[src/rtl/regbank_pkg.sv]
// Shared constants and helpers for the 32 x 32-bit RISC-V register bank.
// Strobe encodings live here so the top and the read ports agree on polarity.
package regbank_pkg;

    localparam int REGBANK_DATA_W = 32;
    localparam int REGBANK_ADDR_W = 5;
    localparam int REGBANK_DEPTH  = 32;

    localparam logic CS_ACTIVE = 1'b0;
    localparam logic RD        = 1'b1;
    localparam logic WR        = 1'b0;

    // True when an address maps onto the hardwired-zero register x0.
    function automatic logic x0_locked(input int unsigned addr, input int hardwire);
        return (hardwire != 0) && (addr == 0);
    endfunction

endpackage

[src/rtl/reg_bank_rd_port.sv]
// One registered read port: DEPTH:1 mux feeding an output register that only
// refreshes on an enabled read cycle and otherwise holds its last value.
module reg_bank_rd_port
    import regbank_pkg::*;
#(
    parameter int DATA_W      = REGBANK_DATA_W,
    parameter int ADDR_W      = REGBANK_ADDR_W,
    parameter int DEPTH       = REGBANK_DEPTH,
    parameter int HARDWIRE_X0 = 1
) (
    input  logic              clk,
    input  logic              reset,
    input  logic              i_rd_en,
    input  logic [ADDR_W-1:0] i_sel,
    input  logic [DATA_W-1:0] i_mem [DEPTH],
    output logic [DATA_W-1:0] o_data
);

    logic [DATA_W-1:0] w_mux_data;
    logic [DATA_W-1:0] r_data_reg;

    // x0 is forced to zero here as well, so the read path never depends on
    // the storage array having discarded every x0 write.
    always_comb begin
        w_mux_data = i_mem[i_sel];
        if (x0_locked(32'(i_sel), HARDWIRE_X0)) begin
            w_mux_data = '0;
        end
    end

    always_ff @(posedge clk) begin
        if (reset) begin
            r_data_reg <= '0;
        end else if (i_rd_en) begin
            r_data_reg <= w_mux_data;
        end
    end

    assign o_data = r_data_reg;

endmodule

[src/rtl/reg_bank32.sv]
// 32 x 32-bit general-purpose register file: one write port, two registered
// read ports, gated by active-low chip select and a read/write-bar strobe.
module reg_bank32
    import regbank_pkg::*;
#(
    parameter int DATA_W      = REGBANK_DATA_W,
    parameter int ADDR_W      = REGBANK_ADDR_W,
    parameter int DEPTH       = REGBANK_DEPTH,
    parameter int HARDWIRE_X0 = 1
) (
    input  logic              clk,
    input  logic              reset,
    output logic [DATA_W-1:0] regSrc0,
    output logic [DATA_W-1:0] regSrc1,
    input  logic [DATA_W-1:0] regDst,
    input  logic [ADDR_W-1:0] regSelSrc0,
    input  logic [ADDR_W-1:0] regSelSrc1,
    input  logic [ADDR_W-1:0] regSelDst,
    input  logic              RDWRBar,
    input  logic              CSBar
);

    logic [DATA_W-1:0] r_mem [DEPTH];

    logic              w_rd_en;
    logic              w_wr_en;
    logic [ADDR_W-1:0] w_rd_sel  [2];
    logic [DATA_W-1:0] w_rd_data [2];

    assign w_rd_en = (CSBar == CS_ACTIVE) && (RDWRBar == RD);
    assign w_wr_en = (CSBar == CS_ACTIVE) && (RDWRBar == WR)
                     && !x0_locked(32'(regSelDst), HARDWIRE_X0);

    // Reset wins over any strobe combination on the same edge.
    always_ff @(posedge clk) begin
        if (reset) begin
            for (int i = 0; i < DEPTH; i++) begin
                r_mem[i] <= '0;
            end
        end else if (w_wr_en) begin
            r_mem[regSelDst] <= regDst;
        end
    end

    assign w_rd_sel[0] = regSelSrc0;
    assign w_rd_sel[1] = regSelSrc1;

    generate
        for (genvar gi = 0; gi < 2; gi++) begin : g_rd_port
            reg_bank_rd_port #(
                .DATA_W      (DATA_W),
                .ADDR_W      (ADDR_W),
                .DEPTH       (DEPTH),
                .HARDWIRE_X0 (HARDWIRE_X0)
            ) u_rd_port (
                .clk     (clk),
                .reset   (reset),
                .i_rd_en (w_rd_en),
                .i_sel   (w_rd_sel[gi]),
                .i_mem   (r_mem),
                .o_data  (w_rd_data[gi])
            );
        end
    endgenerate

    assign regSrc0 = w_rd_data[0];
    assign regSrc1 = w_rd_data[1];

endmodule

[config.mk]
export PLATFORM = sky130hd
export DESIGN_NAME = reg_bank32
export DESIGN_NICKNAME = d
export VERILOG_FILES = /design/src/rtl/regbank_pkg.sv /design/src/rtl/reg_bank_rd_port.sv /design/src/rtl/reg_bank32.sv
export SDC_FILE = /design/constraint.sdc
export NUM_CORES = 2
export LEC_CHECK = 0
export CAP_MARGIN = 20
export CORE_ASPECT_RATIO = 1.5
export CORE_MARGIN = 10
export CORE_UTILIZATION = 55
export CTS_CLUSTER_DIAMETER = 40
export CTS_CLUSTER_SIZE = 24
export DETAILED_ROUTE_END_ITERATION = 16
export PLACE_DENSITY = 0.72
export SYNTH_ARGS = -nofsm -noshare
export SYNTH_HDL_FRONTEND = slang
export SYNTH_SLANG_ARGS = --single-unit
[constraint.sdc]
create_clock -name clk -period 2.1 [get_ports clk]
set_input_delay 0.21 -clock clk [delete_from_list [all_inputs] [get_ports clk]]
set_output_delay 0.21 -clock clk [all_outputs]
set_load 0.05 [all_outputs]
==> metrics.txt <==
status=complete, but fails checks; violated checks=setup timing; drt first-iter violations=6774; die height=406 um; post-synth top area cell=dfxtp_1; Psw=12.3 mW; maximum VDD drop=0.627 mV; via/cell ratio=6.58; area grow syn2layout=16.4%; ANT nets after route=0; worst path cell trace=clkdlybuf4s15_1; DRT Pass-1 Iters=9; skew final=0.0159 ns; worst setup margin=-0.00658 ns; Hold Violations, Final=0; Design Area, Final=0.0634 mm2; I/O pin total=115; CTS root buffer=clkbuf_16; WHS=0.0508 ns; DIE WIDTH=277 um; hold crit path type=in2reg; vias after detailed routing=49541; Post-CTS Setup Bufs=0; hpwl dp=127000 um; Yosys top cell area share=40.0%; CP arrival=1.90 ns; largest net degree at the start of global routing=181; clock slew at reported path FFs=0.07 ns; crit start category=flip-flop; R2R Path End=g_rd_port[0].u_rd_port.o_data[13]$_SDFFE_PP0P_; final period demand of the worst path=2.11 ns; Synth Warn #=0; TritonCTS sink count=1088; FP Rows=141; # H-tree levels=3; critical path class=reg2out; Power Density=733 mW/mm2; Reg power frac=44.8%; vias in the first global route=48193; Nets=6192; RSZ-0062 raised after global routing=no; DRC Markers=0; Clock Power Share=46.5%; Setup Viol. Count Final=1; full die area=0.112 mm2; gr ovfl total=0; Largest delay share family, worst path=flip-flops; port bufs=114; WP data required=1.89 ns; Net Sw Frac=26.4%; Worst slew margin=39.6%; Mapped Cells=6117; core box area=0.0984 mm2; Starting Density=55.4%; r2r setup slk=0.42 ns; total wire length=197000 um; Bufs and invs on worst path=1; post-synthesis sequential area ratio=40.0%; MaxCap Viol Count=0; hold path depth=4; Yosys reg bits=1088; Worst Hold Path EP=g_rd_port[1].u_rd_port.o_data[15]$_SDFFE_PP0P_; Final Util=64.4%; syn_nets=6168; Worst-Margin Slew=0.907 ns; period utilization=100%; Total GRT Usage=33.9%; Max clock buf depth=3; TritonCTS buffer count=114; largest stage delay on the critical path=0.58 ns; Leak Pwr=22.1 nW; hold_sp=regSelSrc1[0]; Max Clock Freq=0.475 GHz; global-route wire length before repair=294000 um; Placer Congestion=0.948; placed instance area=0.0595 mm2; Mapped Area=0.0545 mm2; Max FO, Critical Path=2; setup TNS=-0.00658 ns; post-synth cell types=38; reg2reg path depth=4; endpoint type of the worst setup path=output pin; pins over their slew limit=0; Area contributors post-synth=dfxtp_1 40%, mux4_2 16%, nand2_1 14%, a21oi_1 9.4%, mux2i_1 5.3%; combinational share of power=8.7%; WL/cell=26.2 um; internal power=34.2 mW; initial antenna violation count=6; Mapped Avg Cell Area=8.91 um2; pre-CTS worst setup slack=-0.201 ns; Critical R2R Launch=r_mem[749]$_SDFFE_PP0P_; fraction of layout cells with a size suffix above 1=18.9%; CTS tree=done; critical path's slowest cell=dfxtp_1; Worst-Skew Late Latency=0.74 ns
## registers in the layout (all words and copies together) (netlist names)
signal	cells
g_rd_port.u_rd_port.o_data	64
r_mem	1024
## cell usage in the layout, fill, tap and decap left out, types with 28 or more instances in the layout
cell	instances
a211oi_1	31
a21boi_0	31
a21oi_1	1025
a221oi_1	64
a22oi_1	128
and2_1	35
and3_1	32
and4b_1	32
buf_12	143
buf_4	288
clkbuf_16	117
clkdlybuf4s50_1	41
dfxtp_1	1088
dlygate4sd2_1	63
mux2_2	64
mux2i_1	289
mux4_2	384
nand2_1	2051
nand3_2	28
nor2b_1	67
nor3_4	28
o311ai_1	64
## cells by family (layout without fill, tap and decap cells)
kind of cell / after synthesis / count (layout) / synth area share (%)
simple gates: 2310 / 2310 / 17.8
compound gates: 1344 / 1344 / 14.1
flops: 1088 / 1088 / 40.0
mux: 737 / 737 / 22.5
buf+inv: 638 / 758 / 5.64
other cells: 0 / 1 / 0
## layer usage
layer  wire length, um  share of wire (%)  GRT usage (%)
met2             89200                 45           53.6
met4             14100                7.1           21.8
met5                71              0.036              0
met3             25500                 13           8.88
met1             68500                 35           40.6
## synthesized netlist by cell type (all sizes together)
cell type,count
a211oi,31
nand3,28
or3,1
or2,2
mux2,64
a21oi,1026
and4b,32
a22oi,128
and3,34
nor4b,2
a21boi,31
nor2,4
mux4,384
nand2,2052
nand2b,4
a221oi,64
o311ai,64
or3b,1
inv,1
clkbuf,362
nand4,3
buf,275
mux2i,289
dfxtp,1088
nor2b,73
nor3b,3
nor3,31
nor4,3
and2,37
## power groups by stage
stage                     clock [mW]  sequential [mW]  combinational, mW
after global routing            22.5             20.8               4.15
after floorplan                    0             21.4               2.15
after CTS                       21.6             20.8               3.92
final                           21.6             20.8               4.05
after global placement             0             21.3               3.90
after detailed placement           0             21.3               3.92
## area by class of cell
type,count,area [um2]
Antenna cell,1,2.50
Clock buffer,127,3050
Clock inverter,85,951
Fill cell,7747,35000
Inverter,1,3.75
Multi-Input combinational cell,4391,29900
Sequential cell,1088,21800
Tap cell,1287,1610
Timing Repair Buffer,545,6110
## worst max path at each step
stage | slack [ns] | to | cells past startpoint | from
floorplan | 0.19 | g_rd_port[0].u_rd_port.o_data[10]$_SDFFE_PP0P_ | 7 | regSelSrc0[0]
global placement | -0.19 | r_mem[793]$_SDFFE_PP0P_ | 8 | CSBar
detailed placement | -0.20 | r_mem[782]$_SDFFE_PP0P_ | 8 | CSBar
CTS | 0.05 | regSrc1[17] | 1 | g_rd_port[1].u_rd_port.o_data[17]$_SDFFE_PP0P_
global route | 0.004 | regSrc0[17] | 1 | g_rd_port[0].u_rd_port.o_data[17]$_SDFFE_PP0P_
finish | -0.007 | regSrc0[17] | 1 | g_rd_port[0].u_rd_port.o_data[17]$_SDFFE_PP0P_
## repair_timing
action,in CTS,in global routing
hold endpoints to repair,13,0
setup endpoints to repair,64,1
cloned,0,0
hold buffers,1,0
resized for setup,64,1
## per-stage QoR
step	std cells	total power, mW
2_1_floorplan	6117	23.5
3_3_place_gp	7311	25.2
3_5_place_dp	7311	25.2
4_1_cts	7524	46.4
5_1_grt	7524	47.5
6_report	7525	46.5
Note: power is estimated with default switching activity, not from simulation.
